--- src/rtl/apb_master_bridge.sv ---
// apb_master_bridge: valid/ready request port to APB initiator.
// One transfer in flight: SETUP, ACCESS (with wait states), then a held response.
// Optional ACCESS-phase timeout abort enabled by defining APB_MASTER_TIMEOUT_EN.
module apb_master_bridge #(
  parameter int unsigned PADDR_WIDTH    = 32,
  parameter int unsigned PWDATA_WIDTH   = 32,
  parameter int unsigned PRDATA_WIDTH   = 32,
  parameter int unsigned TIMEOUT_CYCLES = 256
) (
  input  logic                    pclock,
  input  logic                    preset,
  input  logic                    req_valid,
  output logic                    req_ready,
  input  logic [PADDR_WIDTH-1:0]  req_addr,
  input  logic                    req_write,
  input  logic [PWDATA_WIDTH-1:0] req_wdata,
  output logic                    rsp_valid,
  input  logic                    rsp_ready,
  output logic [PRDATA_WIDTH-1:0] rsp_rdata,
  output logic                    rsp_slverr,
  output logic                    rsp_timeout,
  output logic                    psel,
  output logic                    penable,
  output logic [PADDR_WIDTH-1:0]  paddr,
  output logic                    prwd,
  output logic [PWDATA_WIDTH-1:0] pwdata,
  input  logic [PRDATA_WIDTH-1:0] prdata,
  input  logic                    pready,
  input  logic                    pslverr
);

  localparam logic [1:0] ST_IDLE   = 2'd0;
  localparam logic [1:0] ST_SETUP  = 2'd1;
  localparam logic [1:0] ST_ACCESS = 2'd2;
  localparam logic [1:0] ST_RESP   = 2'd3;

  if (TIMEOUT_CYCLES < 1) begin : g_timeout_range
    $error("apb_master_bridge: TIMEOUT_CYCLES must be >= 1");
  end

  logic [1:0]              state_q, state_d;
  logic                    req_ready_q, req_ready_d;
  logic                    psel_q, psel_d;
  logic                    penable_q, penable_d;
  logic                    rsp_valid_q, rsp_valid_d;
  logic [PADDR_WIDTH-1:0]  paddr_q, paddr_d;
  logic                    prwd_q, prwd_d;
  logic [PWDATA_WIDTH-1:0] pwdata_q, pwdata_d;
  logic [PRDATA_WIDTH-1:0] rsp_rdata_q, rsp_rdata_d;
  logic                    rsp_slverr_q, rsp_slverr_d;

`ifdef APB_MASTER_TIMEOUT_EN
  localparam int unsigned CNT_W = $clog2(TIMEOUT_CYCLES) + 1;
  logic [CNT_W-1:0] cnt_q, cnt_d;
  logic             rsp_timeout_q, rsp_timeout_d;
`endif

  // Next-state, request capture and response capture.
  always_comb begin
    state_d      = state_q;
    paddr_d      = paddr_q;
    prwd_d       = prwd_q;
    pwdata_d     = pwdata_q;
    rsp_rdata_d  = rsp_rdata_q;
    rsp_slverr_d = rsp_slverr_q;
`ifdef APB_MASTER_TIMEOUT_EN
    cnt_d         = cnt_q;
    rsp_timeout_d = rsp_timeout_q;
`endif
    case (state_q)
      ST_IDLE: begin
        if (req_valid) begin
          paddr_d  = req_addr;
          prwd_d   = req_write;
          pwdata_d = req_wdata;
          state_d  = ST_SETUP;
        end
      end
      ST_SETUP: begin
`ifdef APB_MASTER_TIMEOUT_EN
        cnt_d = '0;
`endif
        state_d = ST_ACCESS;
      end
      ST_ACCESS: begin
        if (pready) begin
          rsp_rdata_d  = prwd_q ? '0 : prdata;
          rsp_slverr_d = pslverr;
`ifdef APB_MASTER_TIMEOUT_EN
          rsp_timeout_d = 1'b0;
`endif
          state_d = ST_RESP;
        end
`ifdef APB_MASTER_TIMEOUT_EN
        else if (cnt_q == CNT_W'(TIMEOUT_CYCLES - 1)) begin
          rsp_rdata_d   = '0;
          rsp_slverr_d  = 1'b1;
          rsp_timeout_d = 1'b1;
          state_d       = ST_RESP;
        end else begin
          cnt_d = cnt_q + CNT_W'(1);
        end
`endif
      end
      default: begin
        if (rsp_ready) state_d = ST_IDLE;
      end
    endcase
  end

  // Phase outputs are decoded from the next state so they come straight from flops.
  always_comb begin
    req_ready_d = (state_d == ST_IDLE);
    psel_d      = (state_d == ST_SETUP) || (state_d == ST_ACCESS);
    penable_d   = (state_d == ST_ACCESS);
    rsp_valid_d = (state_d == ST_RESP);
  end

  // State and output registers with asynchronous reset.
  always_ff @(posedge pclock or posedge preset) begin
    if (preset) begin
      state_q      <= ST_IDLE;
      req_ready_q  <= 1'b1;
      psel_q       <= 1'b0;
      penable_q    <= 1'b0;
      rsp_valid_q  <= 1'b0;
      paddr_q      <= '0;
      prwd_q       <= 1'b0;
      pwdata_q     <= '0;
      rsp_rdata_q  <= '0;
      rsp_slverr_q <= 1'b0;
`ifdef APB_MASTER_TIMEOUT_EN
      cnt_q         <= '0;
      rsp_timeout_q <= 1'b0;
`endif
    end else begin
      state_q      <= state_d;
      req_ready_q  <= req_ready_d;
      psel_q       <= psel_d;
      penable_q    <= penable_d;
      rsp_valid_q  <= rsp_valid_d;
      paddr_q      <= paddr_d;
      prwd_q       <= prwd_d;
      pwdata_q     <= pwdata_d;
      rsp_rdata_q  <= rsp_rdata_d;
      rsp_slverr_q <= rsp_slverr_d;
`ifdef APB_MASTER_TIMEOUT_EN
      cnt_q         <= cnt_d;
      rsp_timeout_q <= rsp_timeout_d;
`endif
    end
  end

  assign req_ready  = req_ready_q;
  assign psel       = psel_q;
  assign penable    = penable_q;
  assign rsp_valid  = rsp_valid_q;
  assign paddr      = paddr_q;
  assign prwd       = prwd_q;
  assign pwdata     = pwdata_q;
  assign rsp_rdata  = rsp_rdata_q;
  assign rsp_slverr = rsp_slverr_q;
`ifdef APB_MASTER_TIMEOUT_EN
  assign rsp_timeout = rsp_timeout_q;
`else
  assign rsp_timeout = 1'b0;
`endif

endmodule

--- config.mk ---
export PLATFORM = sky130hd
export DESIGN_NAME = apb_master_bridge
export DESIGN_NICKNAME = d
export VERILOG_FILES = /design/src/rtl/apb_master_bridge.sv
export SDC_FILE = /design/constraint.sdc
export NUM_CORES = 1
export LEC_CHECK = 0
export CAP_MARGIN = 40
export CELL_PAD_IN_SITES_DETAIL_PLACEMENT = 1
export CELL_PAD_IN_SITES_GLOBAL_PLACEMENT = 1
export CORE_MARGIN = 2
export CORE_UTILIZATION = 34
export CTS_BUF_LIST = sky130_fd_sc_hd__clkbuf_8 sky130_fd_sc_hd__clkbuf_16
export DETAILED_ROUTE_END_ITERATION = 10
export MAX_ROUTING_LAYER = met4
export PLACE_DENSITY_LB_ADDON = 0.25
export SYNTH_ARGS = -nofsm -noshare
export SYNTH_HDL_FRONTEND = slang
export SYNTH_SLANG_ARGS = --single-unit
--- constraint.sdc ---
create_clock -name pclock -period 7.66 [get_ports pclock]
set_input_delay 0.766 -clock pclock [delete_from_list [all_inputs] [get_ports pclock]]
set_output_delay 0.766 -clock pclock [all_outputs]
set_load 0.02 [all_outputs]
==> metrics.cfg, run 1 <==
[outcome]
run_status = completed

[worst_hold_path]
min_path_cells = 2
hold_path.startpoint = rsp_rdata[7]$_DFFE_PP0P_
worstHoldPathType = reg -> reg
hold-path-endpoint = rsp_rdata[7]$_DFFE_PP0P_

[pwr]
finalPower_w = 0.00299
vdd_ir_drop_max_mv = 0.217
p_leak_nw = 3.06
powerDensity_nw_per_um2 = 437

[floorplanning]
ios = 206
die-width_um = 116
dieArea_um2 = 13500
die_h_um = 116
core_um2 = 12200
floorplan.initialDensity_pct = 35.2
fp-row-count = 40

[synthesis]
syn_nets = 413
yosysSeqAreaShare_pct = 60.8
synthCells = 305
synth-edff-count = 0
syn_area_per_cell_um2 = 14.0
synth_top_cell_by_area = dfrtp_1
synth_top_area_share_pct = 60.2
netlist_area_um2 = 4280
synth_area_leaders = dfrtp_1, mux2_4, nand2b_1
yosysMostFrequentCell = dfrtp_1
synth_seq_cells = 104
synth_common_cells = dfrtp_1, mux2_4, nand2_1
synth_cell_types = 21
yosysWarnings = 0
ys.flop_type = dfrtp_1
async_reset_ff_share_pct = 100

[worst_setup_path]
r2r_cells = 6
cp_max_fo = 34
start_kind = register
critical_path.top_delay_family = flip-flops
crit_path_cell_trace = clkdlybuf4s50_1
cp-startpoint = prwd$_DFFE_PP0P_
critPathSlowestCell = dfrtp_1
reg2reg_slack_ps = 5730
cp_slowest_stage_delay_ps = 910
worstSetupPathType = reg -> out
worstPathArrival_ps = 2010
rr_startpoint = state_q[0]$_DFF_PP0_
crit_buf_inv = 1
cp-end-kind = output port
crit_cells = 1
critPathRequiredTime_ps = 6890
rr_endpoint = paddr[30]$_DFFE_PP0P_

[grt]
grt_pass1_wl_um = 18800
first_global_vias = 3321
track_usage_pct = 19.0
global_route.overflow_total = 0
grt_antenna_before_repair = 0
grt_max_degree = 52

[run]
drv_cap = 0

[routing]
wire_per_inst_um = 18.2
routed_wl_um = 12300
drt_iter0_drc = 114
firstDrtPassIters = 4
vias_per_cell = 4.50
vias = 3060
drc = 0
detail-route-antenna-nets = 0

[sta]
finalSetupViolCount = 0
hold_violations = 0
clock.fmax_mhz = 360
tns_ps = 0
timing.final.crit_share_pct = 36.3
finalMaxSlewViolations = 0
fin_ws_ps = 4880
slew_headroom_pct = 41.9
tightestPinTransition_ps = 871
finClkSkew_ps = 7.18
fin_crit_ps = 2780
rsz0062_at_grt = false

[placement]
postPlaceCellArea_um2 = 6520
hpwl_um = 8850
pre_cts_slack_ps = 5170
io_buffers = 204
gp_congestion = 0.777

[clock_tree]
htree_levels = 3
post_cts_buffers = 0
cts_tree = built
clk_pin_slew_ps = 70
cts_max_path_buffers = 2
cts.sinks = 104
cts-resized-gates = 0
cts_buffers = 9
ctsHoldBuffers = 0
cts_root_buffer = clkbuf_16
clk-insertion-delay-late_ps = 350

[final_layout]
multiInputGateArea_um2 = 1540
design_area_um2 = 6840
fillCellCount = 1234
area_delta_synth_final_pct = 59.6
seq_area_um2 = 2600
drive_above_1_share_pct = 17.8
diodes = 0
layout.nets = 615

where the power goes:
group          switching (W)  internal, W  leakage [nW]
Clock               0.000205     0.000294         0.158
Sequential          0.000165     0.000812          1.27
Combinational       0.000689     0.000826          1.64
Total                0.00106      0.00193          3.06
layer usage:
layer  global-route usage (%)  vias up  share of wire, %
met5                        -        -                 0
met4                     3.33        0              0.68
met3                     7.99        8               8.6
met2                     32.9      120                52
met1                     20.8     1519                39
li1                         -     1413                 -
worst register-to-register path: stages, from the launching register on:
cell and delay, ps:
dfrtp_1 350, inv_1 80, ha_1 260, nand2_4 80
buf_4 280, buf_16 360, mux2_2 410
cell usage in the layout, fill, tap and decap left out:
master and count:
o32a_1 1, nand2_1 32, clkbuf_16 9, ha_1 5, mux2_2 16, mux2i_1 1
nand2b_1 32, and2_1 1, buf_4 2, buf_12 1, nor2_1 1, o21ai_0 32
clkdlybuf4s50_1 204, nand2_4 1, conb_1 1, inv_4 1, buf_16 2, nor2b_1 1
bufinv_16 2, clkbuf_8 1, clkinvlp_4 1, nor3_1 1, dfstp_2 1, dfrtp_1 103
inv_1 5, a22oi_1 1, mux2_4 50, clkinv_2 3, nand2_2 1
kinds of logic (layout without fill, tap and decap cells):
kind of cell    after synthesis  count (layout)  share of synthesized area, %
other cells                   1               1                        0.0876
mux                          67              67                          22.0
simple gates                 70              70                          8.15
buf+inv                      24             231                          3.39
fa+ha+maj                     5               5                          1.46
flops                       104             104                          60.8
compound gates               34              34                          4.15
state kept, by name (all words and copies together) (netlist names):
name and count:
paddr 32, penable 1, prwd 1, psel 1, pwdata 32, req_ready 1, rsp_rdata 32, rsp_slverr 1
rsp_valid 1, state_q 2
final cells by class:
type                    count  share of cell area [%]
clock buffers              10                    3.50
clock inverters             6                    1.21
inverters                   6                   0.366
multi-input cells         177                    22.6
flip-flops and latches    104                    38.1
well taps                 168                    3.07
repair buffers            209                    31.2
worst max path at each step:
stage / end / slack (ps)
finish: prwd / 4880
global route: prwd / 4710
CTS: prwd / 4810
detailed placement: paddr[30]$_DFFE_PP0P_ / 5170
global placement: paddr[30]$_DFFE_PP0P_ / 4920
floorplan: paddr[0]$_DFFE_PP0P_ / 4160
metrics by stage:
stage	instances	hold slack [ps]	util, %
floorplan	305	582	-
global placement	661	460	53.0
detailed placement	664	470	53.6
CTS	680	486	56.2
global route	680	501	56.2
finish	680	479	56.2
No activity file was read; power rests on OpenSTA's default activity.
==> inputs of run 2 (changes only) <==
--- a/config.mk
+++ b/config.mk
@@ -9,7 +9,7 @@
 export CELL_PAD_IN_SITES_DETAIL_PLACEMENT = 1
 export CELL_PAD_IN_SITES_GLOBAL_PLACEMENT = 1
 export CORE_MARGIN = 2
-export CORE_UTILIZATION = 34
+export CORE_UTILIZATION = 28
 export CTS_BUF_LIST = sky130_fd_sc_hd__clkbuf_8 sky130_fd_sc_hd__clkbuf_16
 export DETAILED_ROUTE_END_ITERATION = 10
 export MAX_ROUTING_LAYER = met4
==> constraint.sdc (replaced) <==
create_clock -name pclock -period 2.4 [get_ports pclock]
set_input_delay 0.24 -clock pclock [delete_from_list [all_inputs] [get_ports pclock]]
set_output_delay 0.24 -clock pclock [all_outputs]
set_load 0.02 [all_outputs]
==> metrics.cfg, run 2 (synthesis results as in run 1) <==
[sta]
finClkSkew_ps = 3.95  ; -3.24 ps
rsz0062_at_grt = false
tns_ps = 0  ; unchanged
clock.fmax_mhz = 537
tightestPinTransition_ps = 691  ; -180 ps
fin_ws_ps = 538  ; -4340 ps
timing.final.crit_share_pct = 77.6
whs_ps = 347  ; -132 ps
finalSetupViolCount = 0  ; unchanged
hold_violations = 0  ; unchanged
finalMaxSlewViolations = 0  ; unchanged
fin_crit_ps = 1860
slew_headroom_pct = 53.8  ; +12 points

[routing]
detail-route-antenna-nets = 0  ; unchanged
wire_per_inst_um = 17.2  ; -5.4%
firstDrtPassIters = 4  ; unchanged
vias = 3077  ; +0.56%
vias_per_cell = 4.38  ; -2.7%
routed_wl_um = 12100  ; -2.2%
drc = 0  ; unchanged
drt_iter0_drc = 92  ; -19%

[run]
drv_cap = 0  ; unchanged

[floorplanning]
dieArea_um2 = 16300  ; +21%
core_um2 = 15100  ; +24%
floorplan.initialDensity_pct = 28.4  ; -6.8 points
die-width_um = 128  ; +9.8%
die_h_um = 128  ; +9.8%
ios = 206  ; unchanged
fp-row-count = 45  ; +13%

[grt]
track_usage_pct = 15.8  ; -3.2 points
grt_antenna_before_repair = 0  ; unchanged
global_route.overflow_total = 0  ; unchanged
first_global_vias = 3438  ; +3.5%
grt_pass1_wl_um = 19200  ; +2.0%
grt_max_degree = 51  ; -1.9%

[final_layout]
layout.cells.most_common = clkdlybuf4s50_1
area_delta_synth_final_pct = 60.7
diodes = 0  ; unchanged
fillCellCount = 1578  ; +28%
final_cell_mix = clkdlybuf4s50_1, dfrtp_1, mux2_4
layout.nets = 618  ; +0.49%
drive_above_1_share_pct = 18.1  ; +0.28 points
final_cells = 703  ; +3.4%

[pwr]
p_leak_nw = 3.08  ; +0.42%
powerDensity_nw_per_um2 = 1380  ; +220%
vdd_ir_drop_max_mv = 0.556  ; +160%

[worst_setup_path]
cp_max_fo = 25  ; -26%
start_kind = register
worstSetupPathType = reg -> reg
critPathRequiredTime_ps = 2630  ; -4260 ps
cp_slowest_stage_delay_ps = 400  ; -510 ps
critPathSlowestCell = dfrtp_1
cp-end-kind = register
crit_path_cell_trace = inv_1 > ha_1 > nand2_4 > buf_4 > mux2_4
worstPathArrival_ps = 2090  ; +80 ps

[clock_tree]
cts_tree = built
htree_levels = 3  ; unchanged
cts_buffers = 9  ; unchanged
clk-insertion-delay-late_ps = 340  ; about the same
clk_pin_slew_ps = 70  ; about the same
cts-resized-gates = 0  ; unchanged
cts.sinks = 104  ; unchanged
post_cts_buffers = 0  ; unchanged
cts_root_buffer = clkbuf_16
ctsHoldBuffers = 0  ; unchanged
cts_max_path_buffers = 2  ; unchanged

[placement]
io_buffers = 204  ; unchanged
hpwl_um = 8900  ; +0.53%
placed_cells = 687  ; +3.5%
gp_congestion = 0.724  ; -6.8%
pre_cts_slack_ps = 517  ; -4650 ps

[worst_hold_path]
worstHoldPathType = in -> async

[outcome]
run_status = completed

[run 2: changes by cell type in the layout (fill, tap and decap cells not counted)]
cell | previous run | this run
buf_12 | 1 | 4
buf_16 | 2 | 0
buf_4 | 2 | 4
clkinv_2 | 3 | 2
inv_1 | 5 | 6
inv_4 | 1 | 0
inv_6 | 0 | 1
[run 2: worst max-delay path, delay by kind of cell (launching register included)]
| kind | cells | cell delay [ps] |
|---|---|---|
| flip-flops | 1 | 400 |
| AND/OR/NAND/NOR | 1 | 400 |
| buffers and inverters | 2 | 380 |
| multiplexers | 1 | 320 |
| adder cells (fa/ha/maj) | 1 | 240 |
[run 2: area by class of cell]
type,count,area (um^2),area share (%)
timing repair buffer,212,2150,31.3
tap,188,235,3.42
multi-input combinational,177,1540,22.4
inverter,6,26.3,0.382
sequential,104,2600,37.8
clock inverter,6,82.6,1.20
clock buffer,10,239,3.47
[run 2: report_power, final]
part	switching, W	internal (W)
registers	0.000467	0.00259
logic	0.00222	0.00265
clock network	0.000651	0.000940
total	0.00333	0.00618
[run 2: per-layer routing]
layer / part of all wire (%) / vias to the layer above / global-route usage (%)
li1: - / 1418 / -
met1: 41 / 1545 / 18.3
met2: 52 / 104 / 27.2
met3: 5.6 / 10 / 3.92
met4: 1.4 / 0 / 4.85
met5: 0 / - / -
[run 2: path summary, 6_finish.rpt]
check                      slack, ps  depth (start not counted)                      start                   endpoint
max                              540                          5       state_q[1]$_DFF_PP0_      paddr[16]$_DFFE_PP0P_
min                              350                          2                     preset      pwdata[5]$_DFFE_PP0P_
max reg2reg                      540                          5       state_q[1]$_DFF_PP0_      paddr[16]$_DFFE_PP0P_
min reg2reg                      480                          2  rsp_rdata[30]$_DFFE_PP0P_  rsp_rdata[30]$_DFFE_PP0P_
max in group asynchronous       1370                          3                     preset        req_ready$_DFF_PP1_
min in group pclock              450                          3                 prdata[10]  rsp_rdata[10]$_DFFE_PP0P_
[run 2: stage by stage]
stage	total power [W]	area, um^2	utilization (%)
3_5_place_dp	0.00801	6560	43.5
3_3_place_gp	0.00787	6560	43.5
5_1_grt	0.0101	6880	45.6
6_report	0.00951	6880	45.6
4_1_cts	0.00968	6880	45.6
2_1_floorplan	0.00574	4290	-
==> inputs of run 3 (changes only) <==
==> constraint.sdc (replaced) <==
create_clock -name pclock -period 1.7 [get_ports pclock]
set_input_delay 0.17 -clock pclock [delete_from_list [all_inputs] [get_ports pclock]]
set_output_delay 0.17 -clock pclock [all_outputs]
set_load 0.02 [all_outputs]
==> metrics.cfg, run 3 (synthesis results as in run 1) <==
[pwr]
pwr-share-clk_pct = 16.0  ; -0.7 points
vdd_ir_drop_max_mv = 0.699  ; +26%
power.switching_w = 0.00475  ; +42%
p_leak_nw = 3.07  ; -0.14%
seq_power_share_pct = 32.2  ; about the same
power_frac_comb_pct = 51.8  ; +0.7 points
internal-power_w = 0.00857  ; +39%
sw_frac_of_total_pct = 35.6  ; +0.59 points
finalPower_w = 0.0133  ; +40%
powerDensity_nw_per_um2 = 1940  ; +40%

[grt]
grt_antenna_before_repair = 0  ; unchanged
global_route.overflow_total = 0  ; unchanged
grt_pass1_wl_um = 18300  ; -4.6%
first_global_vias = 3255  ; -5.3%
track_usage_pct = 15.0  ; -0.81 points
grt_max_degree = 61  ; +20%

[floorplanning]
die_h_um = 128  ; unchanged
dieArea_um2 = 16300  ; unchanged
floorplan.initialDensity_pct = 28.4  ; unchanged
ios = 206  ; unchanged
die-width_um = 128  ; unchanged
core_um2 = 15100  ; unchanged
fp-row-count = 45  ; unchanged

[worst_setup_path]
cp_max_fo = 4  ; -84%
cp-end-kind = register
critPathRequiredTime_ps = 1940  ; -690 ps
worstPathArrival_ps = 1880  ; -210 ps
start_kind = register
worstSetupPathType = reg -> reg

[sta]
whs_ps = 267  ; -79.9 ps
fin_crit_ps = 1630  ; -230 ps
finalSetupViolCount = 0  ; unchanged
tns_ps = 0  ; unchanged
clock.fmax_mhz = 613  ; +14%
hold_violations = 0  ; unchanged
finClkSkew_ps = 9.16  ; +5.21 ps
timing.final.crit_share_pct = 96.0  ; +18 points
fin_ws_ps = 67.5  ; -470 ps
finalMaxSlewViolations = 0  ; unchanged

[routing]
wire_per_inst_um = 16.7  ; -2.7%
vias = 3004  ; -2.4%
wl_met3_um = 682  ; +0.74%
wl_met1_um = 4830  ; -1.2%
drt_iter0_drc = 98  ; +6.5%
firstDrtPassIters = 3  ; -1
detail-route-antenna-nets = 0  ; unchanged
routed_wl_um = 11700  ; -2.7%
wl_met2_um = 6080  ; -4.0%
drc = 0  ; unchanged
top_layer_used = met4
vias_per_cell = 4.27  ; -2.4%

[placement]
hpwl_um = 8730  ; -1.8%
placed_cells = 687  ; unchanged
io_buffers = 204  ; unchanged
gp_congestion = 0.709  ; -2.1%
pre_cts_slack_ps = 72.3  ; -445 ps

[final_layout]
final_cell_mix = clkdlybuf4s50_1, dfrtp_1, mux2_4
final_cells = 703  ; unchanged
multiInputGateArea_um2 = 1550  ; +0.16%
drive_above_1_share_pct = 18.4  ; +0.39 points
layout.nets = 618  ; unchanged
diodes = 0  ; unchanged
fillCellCount = 1580  ; +0.13%
layout.cells.most_common = clkdlybuf4s50_1
area_delta_synth_final_pct = 60.6  ; about the same
seq_area_um2 = 2600  ; unchanged

[clock_tree]
htree_levels = 3  ; unchanged
clk_pin_slew_ps = 70  ; about the same
post_cts_buffers = 0  ; unchanged
ctsHoldBuffers = 0  ; unchanged
cts_tree = built
clk-insertion-delay-late_ps = 350  ; about the same
cts.sinks = 104  ; unchanged
cts_root_buffer = clkbuf_16
cts_buffers = 9  ; unchanged
cts-resized-gates = 0  ; unchanged
cts_max_path_buffers = 2  ; unchanged

[worst_hold_path]
worstHoldPathType = in -> async

[run]
drv_cap = 0  ; unchanged

[outcome]
run_status = completed

## run 3: changes by cell type in the layout (fill, tap and decap cells not counted)
| cell | change |
|---|---|
| inv_1 | -1 |
| clkdlybuf4s50_1 | -1 |
| inv_6 | +2 |
| buf_4 | -1 |
| dlymetal6s2s_1 | +1 |
| clkinvlp_4 | +2 |
| clkinv_2 | -1 |
| bufinv_16 | -1 |
| clkbuf_8 | -1 |
| buf_12 | +1 |
| ha_2 | +1 |
| ha_1 | -1 |
## run 3: critical path: stages, from the launching register on
cell and delay, ps:
dfrtp_1 400, inv_1 120, ha_2 250, nor3_1 60, o32a_1 380, ha_1 290
inv_1 40
## run 3: final timing paths
check	start	end	slack, ps	cells after the start
min reg2reg	rsp_rdata[6]$_DFFE_PP0P_	rsp_rdata[6]$_DFFE_PP0P_	480	2
min	preset	pwdata[15]$_DFFE_PP0P_	270	3
max reg2reg	state_q[0]$_DFF_PP0_	psel$_DFF_PP0_	70	6
max	state_q[0]$_DFF_PP0_	psel$_DFF_PP0_	70	6
max in group asynchronous	preset	req_ready$_DFF_PP1_	1110	3
min in group pclock	prdata[12]	rsp_rdata[12]$_DFFE_PP0P_	390	3
## run 3: stage by stage
stage | cell area, um^2 | util [%]
floorplan | 4290 | -
global placement | 6570 | 43.6
detailed placement | 6570 | 43.6
CTS | 6880 | 45.6
global route | 6880 | 45.6
finish | 6880 | 45.6
## run 3: cell type report
class	count	share of cell area, %
Multi-Input combinational cell	177	22.5
Clock buffer	9	3.27
Tap cell	188	3.42
Sequential cell	104	37.8
Clock inverter	7	1.11
Inverter	6	0.382
Timing Repair Buffer	212	31.5
## run 3: routing by layer
metal	up-vias	GRT usage [%]
met2	102	25.3
met1	1477	17.7
met5	-	-
met4	0	4.46
li1	1417	-
met3	8	3.92
## run 3: power by group through the flow
stage / registers (W) / clock network (W) / logic (W)
2_1_floorplan: 0.00567 / 0 / 0.00243
3_3_place_gp: 0.00430 / 0 / 0.00686
3_5_place_dp: 0.00433 / 0 / 0.00698
4_1_cts: 0.00431 / 0.00223 / 0.00702
5_1_grt: 0.00446 / 0.00234 / 0.00733
6_report: 0.00429 / 0.00213 / 0.00690
